**config.mk**
```make
export PLATFORM = sky130hd
export DESIGN_NAME = encoder_sequencer
export DESIGN_NICKNAME = d
export VERILOG_FILES = /design/src/rtl/encoder_sequencer_pkg.sv /design/src/rtl/seq_byte_fifo.sv /design/src/rtl/encoder_sequencer.sv
export SDC_FILE = /design/constraint.sdc
export NUM_CORES = 1
export LEC_CHECK = 0
export CAP_MARGIN = 10
export CORE_UTILIZATION = 56
export CTS_BUF_LIST = sky130_fd_sc_hd__clkbuf_8
export CTS_CLUSTER_DIAMETER = 120
export DETAILED_ROUTE_END_ITERATION = 8
export PLACE_DENSITY_LB_ADDON = 0.12
export SLEW_MARGIN = 10
export SYNTH_ARGS = -nofsm -noshare
export SYNTH_HDL_FRONTEND = slang
export SYNTH_SLANG_ARGS = --single-unit
```
**constraint.sdc**
```tcl
create_clock -name clk -period 3.9 [get_ports clk]
set_clock_uncertainty 0.1 [all_clocks]
set_input_delay 0.39 -clock clk [delete_from_list [all_inputs] [get_ports clk]]
set_output_delay 0.39 -clock clk [all_outputs]
set_load 0.05 [all_outputs]
```
**src/rtl/encoder_sequencer_pkg.sv**
```systemverilog
// Shared state encoding, frame width and default parameters for encoder_sequencer.
package encoder_sequencer_pkg;

    localparam int FRAME_W         = 24;
    localparam int DEF_ENC_LATENCY = 6;
    localparam int DEF_FIFO_DEPTH  = 4;

    typedef enum logic [2:0] {
        S_IDLE     = 3'd0,
        S_LOAD     = 3'd1,
        S_WAIT_ENC = 3'd2,
        S_SEND     = 3'd3,
        S_WAIT_TX  = 3'd4
    } seq_state_t;

endpackage

```
**src/rtl/seq_byte_fifo.sv**
```systemverilog
// Synchronous byte FIFO with full/empty flags; a push on a full FIFO is accepted
// only when a pop happens in the same cycle.
module seq_byte_fifo
    import encoder_sequencer_pkg::*;
#(
    parameter int DEPTH = DEF_FIFO_DEPTH
) (
    input  logic       clk,
    input  logic       reset,
    input  logic       push,
    input  logic [7:0] push_data,
    input  logic       pop,
    output logic [7:0] head,
    output logic       full,
    output logic       empty
);

    localparam int AW = $clog2(DEPTH);
    localparam logic [AW:0] FULL_COUNT = (AW+1)'(DEPTH);

    logic [7:0]    mem [DEPTH];
    logic [AW-1:0] rd_ptr;
    logic [AW-1:0] wr_ptr;
    logic [AW:0]   count;
    logic          do_push;
    logic          do_pop;

    assign full    = (count == FULL_COUNT);
    assign empty   = (count == '0);
    assign do_pop  = pop && !empty;
    assign do_push = push && (!full || do_pop);
    assign head    = mem[rd_ptr];

    always_ff @(posedge clk or posedge reset) begin
        if (reset) begin
            rd_ptr <= '0;
            wr_ptr <= '0;
            count  <= '0;
        end else begin
            if (do_push) wr_ptr <= wr_ptr + AW'(1);
            if (do_pop)  rd_ptr <= rd_ptr + AW'(1);
            case ({do_push, do_pop})
                2'b10:   count <= count + (AW+1)'(1);
                2'b01:   count <= count - (AW+1)'(1);
                default: ;
            endcase
        end
    end

    always_ff @(posedge clk) begin
        if (do_push) mem[wr_ptr] <= push_data;
    end

endmodule

```
**src/rtl/encoder_sequencer.sv**
```systemverilog
// Buffers UART bytes, feeds them one at a time to the turbo encoder and hands each
// encoded frame to the transmitter. Status outputs exist only with ENC_SEQ_STATUS_EN.
//   state      | meaning
//   S_IDLE     | waiting for a buffered byte; pops it into enc_data/enc_select
//   S_LOAD     | arms the encoder-latency down-counter
//   S_WAIT_ENC | counts down; captures enc_result into tx_data at zero
//   S_SEND     | waits for the transmitter to be free, pulses tx_start
//   S_WAIT_TX  | waits for tx_busy to rise and fall again
module encoder_sequencer
    import encoder_sequencer_pkg::*;
#(
    parameter int ENC_LATENCY = DEF_ENC_LATENCY,
    parameter int FIFO_DEPTH  = DEF_FIFO_DEPTH
) (
    input  logic               clk,
    input  logic               reset,
    input  logic               rx_valid,
    input  logic [7:0]         rx_data,
    input  logic [1:0]         interleaver_sel,
    output logic [7:0]         enc_data,
    output logic [1:0]         enc_select,
    input  logic [FRAME_W-1:0] enc_result,
    output logic [FRAME_W-1:0] tx_data,
    output logic               tx_start,
    input  logic               tx_busy,
    output logic               seq_busy,
    output logic               overrun,
    output logic [7:0]         frame_count
);

    seq_state_t state;
    seq_state_t state_next;
    logic [7:0] fifo_head;
    logic       fifo_full;
    logic       fifo_empty;
    logic       pop;
    logic       load_cnt;
    logic       capture;
    logic       tx_done;
    logic       seen_busy;
    logic [7:0] wait_cnt;

    seq_byte_fifo #(.DEPTH(FIFO_DEPTH)) u_fifo (
        .clk       (clk),
        .reset     (reset),
        .push      (rx_valid),
        .push_data (rx_data),
        .pop       (pop),
        .head      (fifo_head),
        .full      (fifo_full),
        .empty     (fifo_empty)
    );

    always_ff @(posedge clk or posedge reset) begin
        if (reset) state <= S_IDLE;
        else       state <= state_next;
    end

    always_comb begin
        state_next = state;
        pop        = 1'b0;
        load_cnt   = 1'b0;
        capture    = 1'b0;
        tx_start   = 1'b0;
        tx_done    = 1'b0;
        case (state)
            S_IDLE: if (!fifo_empty) begin
                pop        = 1'b1;
                state_next = S_LOAD;
            end
            S_LOAD: begin
                load_cnt   = 1'b1;
                state_next = S_WAIT_ENC;
            end
            S_WAIT_ENC: if (wait_cnt == 8'd0) begin
                capture    = 1'b1;
                state_next = S_SEND;
            end
            S_SEND: if (!tx_busy) begin
                tx_start   = 1'b1;
                state_next = S_WAIT_TX;
            end
            S_WAIT_TX: if (seen_busy && !tx_busy) begin
                tx_done    = 1'b1;
                state_next = S_IDLE;
            end
            default: state_next = S_IDLE;
        endcase
    end

    always_ff @(posedge clk or posedge reset) begin
        if (reset) begin
            enc_data   <= '0;
            enc_select <= '0;
            tx_data    <= '0;
            wait_cnt   <= '0;
            seen_busy  <= 1'b0;
        end else begin
            if (pop) begin
                enc_data   <= fifo_head;
                enc_select <= interleaver_sel;
            end
            if (load_cnt)
                wait_cnt <= 8'(ENC_LATENCY - 1);
            else if (state == S_WAIT_ENC && wait_cnt != 8'd0)
                wait_cnt <= wait_cnt - 8'd1;
            if (capture) tx_data <= enc_result;
            // The frame is finished only after the transmitter has gone busy and idle again.
            if (tx_done)
                seen_busy <= 1'b0;
            else if (state == S_WAIT_TX && tx_busy)
                seen_busy <= 1'b1;
        end
    end

    assign seq_busy = (state != S_IDLE) || !fifo_empty;

`ifdef ENC_SEQ_STATUS_EN
    logic       overrun_q;
    logic [7:0] frame_count_q;

    always_ff @(posedge clk or posedge reset) begin
        if (reset) begin
            overrun_q     <= 1'b0;
            frame_count_q <= '0;
        end else begin
            if (rx_valid && fifo_full && !pop) overrun_q <= 1'b1;
            if (tx_done) frame_count_q <= frame_count_q + 8'd1;
        end
    end

    assign overrun     = overrun_q;
    assign frame_count = frame_count_q;
`else
    assign overrun     = 1'b0;
    assign frame_count = '0;
`endif

endmodule

```
After elaboration in Yosys (flattened, before gate mapping)
Memories as Yosys holds them, arrays and structs flattened. A register that Yosys moved wholly into a read port is not among the register bits.
Cells that the tools add are included.
{"block": "classes", "add_sub_neg": 5, "n_eq_ne": 11, "n_mux": 21, "n_reduce_logical": 19}
{"cell": "$mux 8", "count": 2}
{"cell": "$pmux 3 s5", "count": 1}
{"cell": "$mux 1", "count": 13}
{"cell": "$mux 3", "count": 4}
{"cell": "$logic_not 8->1", "count": 1}
{"cell": "$ne 2x2->1 const B", "count": 4}
{"cell": "$reduce_bool 8->1", "count": 1}
{"cell": "$sub 8x1->8 const B", "count": 1}
{"cell": "$eq 3x2->1 const B", "count": 2}
{"cell": "$eq 3x3->1 const B", "count": 2}
{"cell": "$logic_not 3->1", "count": 2}
{"cell": "$pmux 3 s2", "count": 1}
{"cell": "$reduce_bool 2->1", "count": 3}
{"cell": "$logic_and 1x1->1", "count": 5}
{"cell": "$add 2x1->2 const B", "count": 2}
{"cell": "$reduce_and 4->1", "count": 1}
{"cell": "$add 3x1->3 const B", "count": 1}
{"cell": "$eq 3x1->1 const B", "count": 1}
{"cell": "$logic_not 1->1", "count": 3}
{"cell": "$reduce_bool 3->1", "count": 1}
{"cell": "$sub 3x1->3 const B", "count": 1}
{"cell": "$eq 2x1->1 const B", "count": 1}
{"cell": "$eq 2x2->1 const B", "count": 1}
{"cell": "$logic_or 1x1->1", "count": 2}
{"block": "totals", "regBits": 45, "mem_bits_rw": 32, "input_bits": 38, "output_inout_bits": 45, "word_cells": 65, "memories": 1}
{"memory": "u_fifo.mem", "depth": 4, "word_bits": 8, "read_ports": 1, "rd_clocked_by_memory_dff": 1, "write_ports": 1, "line_no": "seq_byte_fifo.sv:21", "rtl": "logic [7:0] mem [DEPTH];"}

Logic depth before layout (Yosys ltp)
{"block": "logic_depth", "ltp_word": 8, "depth_mapped": 10, "mapped_depth_nobuf": 9}

Hierarchy
Synthesis repeated with hierarchy kept, for this count alone.
{"block": "hier_totals", "cells_unflattened": 248, "area_unflattened_um2": 3801.1}
{"mod": "encoder_sequencer", "n_inst": 1, "cells_each": 155, "area_per_inst_um2": 2124.5, "seq_area_each_um2": 1151.1}
{"mod": "seq_byte_fifo", "n_inst": 1, "cells_each": 93, "area_per_inst_um2": 1676.6, "seq_area_each_um2": 1136.1}

Least setup slack after synthesis
No wires, ideal clock.
{"block": "synth_timing", "kind": "register to register", "start": "register state[2]", "end": "register u_fifo.count[2]", "setup_time_ns": 0.080, "arrival_ns": 2.165, "required_ns": 3.720, "path_slack_ns": 1.555, "stages_incl_launch_ff": 11, "path_buffers": 2, "period_less_slack_ns": 2.345, "path_cell_list": "dfrtp_1 buf_4 nor3_1 and2b_2 buf_6 ha_1 inv_1 fa_1 xor2_1 nor2_1 xnor2_1"}
{"block": "synth_between", "elab_chain_len": 7, "word_cells_on_any_way": 9, "classes_between": "eq/ne (2); mux (2); reduce/logical (5)"}
{"element": "start: declaration", "line_no": "encoder_sequencer.sv:31", "rtl": "seq_state_t state;"}
{"element": "start signal: assignment", "line_no": "encoder_sequencer.sv:56", "rtl": "else state <= state_next;"}
{"element": "$logic_not 3->1 (*)", "line_no": "encoder_sequencer.sv:66", "rtl": "case (state)"}
{"element": "$mux 1 (*)", "line_no": "encoder_sequencer.sv:66"}
{"element": "via pop", "line_no": "encoder_sequencer.sv:36", "rtl": "logic pop;"}
{"element": "$logic_and 1x1->1 (*)", "line_no": "seq_byte_fifo.sv:30", "rtl": "assign do_pop = pop && !empty;"}
{"element": "$logic_or 1x1->1", "line_no": "seq_byte_fifo.sv:31", "rtl": "assign do_push = push && (!full || do_pop);"}
{"element": "$logic_and 1x1->1", "line_no": "seq_byte_fifo.sv:31"}
{"element": "$eq 2x1->1 or $eq 2x2->1 (tied branches)", "line_no": "seq_byte_fifo.sv:42", "rtl": "case ({do_push, do_pop})"}
{"element": "$pmux 3 s2 or $reduce_bool 2->1 (tied branches)"}
{"element": "end signal: assignment", "line_no": "seq_byte_fifo.sv:43", "rtl": "2'b10: count <= count + (AW+1)'(1);"}
{"element": "end signal: assignment", "line_no": "seq_byte_fifo.sv:44", "rtl": "2'b01: count <= count - (AW+1)'(1);"}
{"element": "end: declaration", "line_no": "seq_byte_fifo.sv:24", "rtl": "logic [AW:0] count;"}
Mark *: on every way through the listed nets, which the timed path passes. The rest lies on a longest branch.
A chain may end at the register's enable or synchronous reset.

Final worst setup path
{"block": "layout_timing", "start": "register state[2]", "end": "output port seq_busy"}
{"block": "layout_between", "elab_chain_len": 2}
{"element": "$reduce_bool 3->1", "line_no": "encoder_sequencer.sv:116", "rtl": "assign seq_busy = (state != S_IDLE) || !fifo_empty;"}
{"element": "$logic_or 1x1->1", "line_no": "encoder_sequencer.sv:116"}
{"element": "end: declaration", "line_no": "encoder_sequencer.sv:26", "rtl": "output logic seq_busy,"}
Every way passes these cells.

==> impl_summary.log <==
[metrics] via total after detailed routing: 2103
[metrics] clock edge transition at the registers on the reported setup and hold paths: 0.08 ns
[metrics] Max Cap Violations: 0
[metrics] outcome: complete, no violations
[metrics] CTS tree: done
[metrics] critical path arrival: 2.12 ns
[metrics] Detailed Routing Iterations Pass 1: 4
[metrics] antenna diode instance count: 0
[metrics] H-tree lvl count: 3
[metrics] clock network latency to the later pin of the worst-skew pair: between 0.3 and 0.4 ns
[metrics] register-to-register setup slack: 1.32 ns
[metrics] largest vdd supply drop: roughly 770 µV
[metrics] Die Footprint: ~0.0070 mm²
[metrics] initial cell density of the core: 58.5%
[metrics] Detail Route Antenna Nets: 0
[metrics] tightest slew margin relative to the limit: between 40% and 50%
[metrics] Final Hold Slack: 0.357 ns
[metrics] CP startpoint kind: register
[metrics] PD cells: 918 mW/mm²
[metrics] violation count after the first detailed-route iteration: 102
[metrics] timing-limited maximum frequency: between 0.3 and 0.4 GHz
[metrics] CTS sink count: 85
[metrics] average detailed-routed wire length per instance: 16.5 µm
[metrics] fraction of registers with async set or reset after synthesis: just over 60%
[metrics] post-detailed-route DRC marker count: 0
[metrics] type of the most critical hold path: in -> async
[metrics] classification of the worst setup path: reg -> out
[metrics] count of instances resized after the clock tree is built: 0
[metrics] dpl cells: 377
[metrics] layout cells sized above 1: about 22%
[metrics] fin. max-slew vios: 0
[metrics] via density per instance: 5.35
[metrics] library cell used as clock root buffer: sky130_fd_sc_hd__clkbuf_8
[metrics] Bufs on Longest Clock Path: 2
[metrics] remaining global-route overflow: 0
[metrics] number of nets in the layout: 357
[metrics] pin count of the biggest net entering global routing: 33
[metrics] number of hold violations in the final report: 0
[metrics] global-route wire length before repair: 11100 µm
[metrics] via count of the first global-routing pass: 2269
[metrics] post-synthesis sequential element count: 85
[metrics] timing endpoint of the critical path: seq_busy
[metrics] Post-Synthesis Mean Instance Area: 15.8 µm²
[metrics] total number of placement rows: 29
[metrics] worst slew pin tran: 0.788 ns
[metrics] fin crit period: roughly 2.6 ns
[metrics] Crit path required time: roughly 3.4 ns
[metrics] TritonCTS buffer count: 9
[metrics] filler-free cell count of the finished design: 393
[metrics] unrepaired setup endpoints after global routing: no
[metrics] nature of the critical path endpoint: output pin
[metrics] final wirelength: 6480 µm
[metrics] share of the clock period used by the worst path after layout: 66.9%
[metrics] weighted congestion at the end of routability-driven global placement: 0.795
[metrics] overall power after layout: roughly 4.3 mW
[metrics] GR Util All Layers: a little over 20%
[metrics] static leakage: 1.96 nW
[metrics] worst flop-to-flop path startpoint: state[2]$_DFFE_PP0P_
[metrics] DIE WIDTH: roughly 84 µm
[metrics] total of fill cells in the finished design: 430
[metrics] Synth-to-Final Area Change: 25.6%
[metrics] fraction of the yosys area taken by sequential cells: 61.2%
[metrics] endpoint of the most critical register-to-register path: u_fifo.count[2]$_DFFE_PP0P_
[metrics] Gate Count Post-Synth: approximately 240
[metrics] number of buffers inserted to repair setup after CTS: 0
[metrics] setup tns final: 0 ns
[metrics] count of input and output buffers: 73
[metrics] crit-path max FO: 11
[metrics] antenna violations before repair: 0
[metrics] Chip Height: 83.7 µm
[metrics] number of primary I/O pins: 83
[metrics] post-synth design cell area: 0.00374 mm²
[metrics] top_reg_cell synth: sky130_fd_sc_hd__dfrtp_1
[metrics] number of distinct library cells after synthesis: 47
[metrics] depth of the most critical reg-to-reg path: 8
[metrics] HPWL reported at the end of detailed placement: 4510 µm
[metrics] core box area: 0.00639 mm²
[metrics] number of synthesis warnings: 0
[metrics] Post-synth EDFFs: 32
[metrics] launching element of the worst setup path: state[2]$_DFFE_PP0P_
[metrics] final count of negative-setup-slack endpoints: 0
[metrics] cts hold-fix bufs: 0
## final cells by class
| type | count | area [µm²] | share of cell area [%] |
|---|---|---|---|
| clock buffers | 10 | 138 | 2.93 |
| clock inverters | 6 | 86.3 | 1.84 |
| inverters | 12 | 45.0 | 0.959 |
| multi-input cells | 129 | 1310 | 27.8 |
| flip-flops and latches | 85 | 2290 | 48.7 |
| well taps | 77 | 96.3 | 2.05 |
| repair buffers | 74 | 738 | 15.7 |
## sequential cells by signal (all words and copies together) (netlist names)
register	cells
enc_data	8
enc_select	2
seen_busy	1
state	3
tx_data	24
u_fifo.count	3
u_fifo.mem	32
u_fifo.rd_ptr	2
u_fifo.wr_ptr	2
wait_cnt	8
## layout by cell type, fill, tap and decap left out, drive strengths merged, types with 6 or more instances in the layout
master / synthesis / final
clkdlybuf4s50: 0 / 73
mux2: 36 / 36
inv: 12 / 12
dfrtp: 53 / 53
mux2i: 6 / 6
clkbuf: 1 / 10
ha: 7 / 7
nand2: 8 / 8
edfxtp: 32 / 32
mux4: 8 / 8
conb: 1 / 9
## worst max-delay path: stages, from the launching register on
cell and delay, ns:
sky130_fd_sc_hd__dfrtp_1 0.50, sky130_fd_sc_hd__nor3_1 0.43, sky130_fd_sc_hd__nand2_1 0.11, sky130_fd_sc_hd__clkdlybuf4s50_1 0.73
## cells in the mapped netlist (2+ instances only)
cell type | number | share of area [%]
sky130_fd_sc_hd__edfxtp_1 | 32 | 26
sky130_fd_sc_hd__nor3_1 | 2 | 0.27
sky130_fd_sc_hd__xnor2_1 | 3 | 0.70
sky130_fd_sc_hd__nor2_1 | 4 | 0.40
sky130_fd_sc_hd__and2_1 | 4 | 0.67
sky130_fd_sc_hd__a211oi_1 | 2 | 0.40
sky130_fd_sc_hd__inv_1 | 12 | 1.2
sky130_fd_sc_hd__nand2b_1 | 2 | 0.33
sky130_fd_sc_hd__ha_1 | 7 | 2.3
sky130_fd_sc_hd__buf_6 | 3 | 0.90
sky130_fd_sc_hd__xor2_1 | 3 | 0.70
sky130_fd_sc_hd__nor4_1 | 3 | 0.50
sky130_fd_sc_hd__mux2_2 | 16 | 4.8
sky130_fd_sc_hd__nor2b_1 | 3 | 0.50
sky130_fd_sc_hd__mux2_4 | 20 | 8.0
sky130_fd_sc_hd__buf_2 | 3 | 0.40
sky130_fd_sc_hd__or3_1 | 2 | 0.33
sky130_fd_sc_hd__mux4_2 | 8 | 4.8
sky130_fd_sc_hd__dfrtp_1 | 53 | 35
sky130_fd_sc_hd__buf_4 | 10 | 2.0
sky130_fd_sc_hd__or3b_2 | 2 | 0.47
sky130_fd_sc_hd__nand4_1 | 2 | 0.33
sky130_fd_sc_hd__and3b_1 | 2 | 0.47
sky130_fd_sc_hd__nand2_1 | 8 | 0.80
sky130_fd_sc_hd__a21oi_1 | 3 | 0.40
sky130_fd_sc_hd__mux2i_1 | 6 | 1.6
## cells by family after synthesis
logic type,Yosys count,share of synthesized area [%]
AO/OA/AOI/OAI,11,2.18
buffers and inverters,30,4.72
flip-flops,85,61.2
XOR/XNOR,6,1.41
multiplexers,50,19.3
other,1,0.100
adder cells (fa/ha/maj),8,2.88
AND/OR/NAND/NOR,45,8.27
## how the worst min path moves through the flow
| stage | slack, ns | to | startpoint |
|---|---|---|---|
| 5_1_grt | 0.43 | enc_data[4]$_DFFE_PP0P_ | enc_data[4]$_DFFE_PP0P_ |
| 3_3_place_gp | 0.39 | tx_data[19]$_DFFE_PP0P_ | tx_data[19]$_DFFE_PP0P_ |
| 6_report | 0.36 | enc_data[5]$_DFFE_PP0P_ | reset |
| 4_1_cts | 0.37 | tx_data[1]$_DFFE_PP0P_ | reset |
| 3_5_place_dp | 0.39 | seen_busy$_DFFE_PP0P_ | seen_busy$_DFFE_PP0P_ |
| 2_1_floorplan | 0.37 | seen_busy$_DFFE_PP0P_ | seen_busy$_DFFE_PP0P_ |
## layer usage
layer	routed length (µm)	up-vias	global-route usage [%]
met2	3160	54	32.8
li1	-	983	-
met5	0	-	0
met1	2890	1056	27.4
met4	108	0	8.78
met3	326	10	5.24
## where the power goes
| group | switching [mW] | internal (mW) | total (mW) |
|---|---|---|---|
| Clock | 0.308 | 0.377 | 0.685 |
| Sequential | 0.277 | 1.28 | 1.56 |
| Combinational | 1.16 | 0.903 | 2.07 |
| Total | 1.75 | 2.56 | 4.31 |
## through the flow
step | util (%) | setup WS (ns) | cell area, µm²
2_1_floorplan | - | 1.56 | 3770
3_3_place_gp | 70.0 | 1.44 | 4470
3_5_place_dp | 70.0 | 1.32 | 4470
4_1_cts | 73.5 | 1.26 | 4700
5_1_grt | 73.5 | 1.08 | 4700
6_report | 73.5 | 1.29 | 4700
(Power assumes the default switching activity.)
==> RTL change (config.mk and constraints unchanged) <==
The package constant `FRAME_W` goes from 24 to 48.
--- a/src/rtl/encoder_sequencer_pkg.sv
+++ b/src/rtl/encoder_sequencer_pkg.sv
@@ -1,7 +1,7 @@
 // Shared state encoding, frame width and default parameters for encoder_sequencer.
 package encoder_sequencer_pkg;
 
-    localparam int FRAME_W         = 24;
+    localparam int FRAME_W         = 48;
     localparam int DEF_ENC_LATENCY = 6;
     localparam int DEF_FIFO_DEPTH  = 4;
 
Interface: changed (resized enc_result and tx_data); port bits go from 83 to 131. The function was not compared with the original's and may differ.
==> RTL change against the unedited design <==
- design area increased by 29%
- area after synthesis increased by 24%
- die area is 23% higher
- power grew 31%
- combinational power grew 44%
- setup slack got worse by 0.16 ns
- synthesized cell count grew 22%
- sequential cell count is 24 higher
- wire length is 39% higher
- via count grew 30%
- critical endpoint is now u_fifo.count[2]
- highest routed layer unchanged
==> RTL change: results (changes against the unedited design) <==
stage	metric	value	unit	change
status	status	finished clean		
global_route	first-pass GRT wire length	14.3	mm	+29%
placed_design	dpl hpwl	6.54	mm	+45%
drt	WL per Instance	17.5	um	+6.0%
global_route	GR Util All Layers	22.1	%	+1.4 points
pwr	Leakage	2.52	nW	+29%
drt	Met3 Routed Length	500	um	+53%
cts	clock latency at the later pin of the worst-skew pair	0.37	ns	+0.03 ns
global_route	largest net degree at the start of global routing	51		+55%
layout	# fillers	496		+15%
synth	synth top area cells	dfrtp_1, edfxtp_1, mux2_2		
pwr	Peak VDD IR	0.000703	V	-8.6%
synth	synthesized instance count	287		+22%
layout	Largest regs	tx_data (48), u_fifo.mem (32)		
cts	Worst-path clk slew	0.12	ns	+0.04 ns
synth	sequential cell area fraction in the yosys report	62.4	%	+1.2 points
synth	Yosys cell types	45		-4.3%
placed_design	Placed Instances	500		+33%
layout	nets@finish	479		+34%
worst_setup_path	slowest CP cell	and2b_1		
placed_design	routability congestion estimate	0.786		-1.2%
worst_setup_path	Max stage delay on crit path	0.55	ns	-0.18 ns
drt	Vias/cell	5.30		-0.95%
worst_setup_path	worst-path maximum fanout	12		+1
drt	wl on met1	3.45	mm	+20%
worst_setup_path	WP data arrival	2.98	ns	+0.86 ns
## RTL change: cell types whose count changed after synthesis, moves of 2 or more
| cell | change |
|---|---|
| a21oi_1 | -3 |
| dfrtp_1 | +24 |
| inv_1 | -2 |
| mux2_2 | +24 |
| nor2_1 | +4 |
| nor3_1 | +2 |
| o211ai_1 | +2 |
| o21a_1 | +2 |
| or3_1 | -2 |
| or4_1 | +2 |
## RTL change: logic make-up after synthesis
| family | after synthesis | share of synthesized area (%) |
|---|---|---|
| flip-flops | 109 | 62.4 |
| multiplexers | 75 | 21.6 |
| AND/OR/NAND/NOR | 46 | 6.35 |
| buffers and inverters | 31 | 4.16 |
| AO/OA/AOI/OAI | 11 | 1.92 |
| adder cells (fa/ha/maj) | 8 | 2.32 |
| XOR/XNOR | 6 | 1.14 |
| other | 1 | 0.0810 |
## RTL change: path summary, 6_finish.rpt
path | start | endpoint | slack [ns] | depth (start not counted)
worst min register to register | tx_data[4] | tx_data[4] | 0.42 | 1
min in group asynchronous | reset | tx_data[3] | 0.48 | 2
max in group asynchronous | reset | tx_data[45] | 2.38 | 3
worst max register to register | state[2] | u_fifo.count[2] | 1.13 | 8
worst max-delay path | state[2] | u_fifo.count[2] | 1.13 | 8
worst min-delay path | tx_data[4] | tx_data[4] | 0.42 | 1
## RTL change: area by class of cell
type / count / area (um^2) / area share (%)
clock buffer: 9 / 124 / 2.04
clock inverter: 7 / 78.8 / 1.30
inverter: 10 / 37.5 / 0.619
multi-input combinational: 155 / 1580 / 26.0
sequential: 109 / 2890 / 47.6
tap: 102 / 128 / 2.10
timing repair buffer: 124 / 1230 / 20.3
## RTL change: routing by layer
metal / up-vias / track usage [%]
met2: 90 / 37.9
li1: 1254 / -
met1: 1377 / 25.7
met5: - / 0
met4: 0 / 7.69
met3: 14 / 7.64
## RTL change: worst max-delay path, delay by kind of cell, from the launching register on
kind	cells	cell delay, ns
and+or+nand+nor	3	1.08
xor gates and xnor gates	2	0.31
DFF	1	0.50
buffers and inverters	1	0.06
adders and majority gates	2	0.65
## RTL change: stage by stage
stage               total power, W  area, um^2  setup slack (ns)
floorplan                  0.00408        4660              1.44
global placement           0.00492        5870              1.28
detailed placement         0.00502        5870              1.13
CTS                        0.00570        6070              1.12
global route               0.00593        6070             0.970
finish                     0.00566        6070              1.13
## RTL change: power by group
part           internal [W]  switching [W]  leakage [nW]  total (W)
logic               0.00122        0.00177          1.22    0.00299
clock network      0.000255       0.000422        0.0969   0.000677
registers           0.00165       0.000336          1.20    0.00199
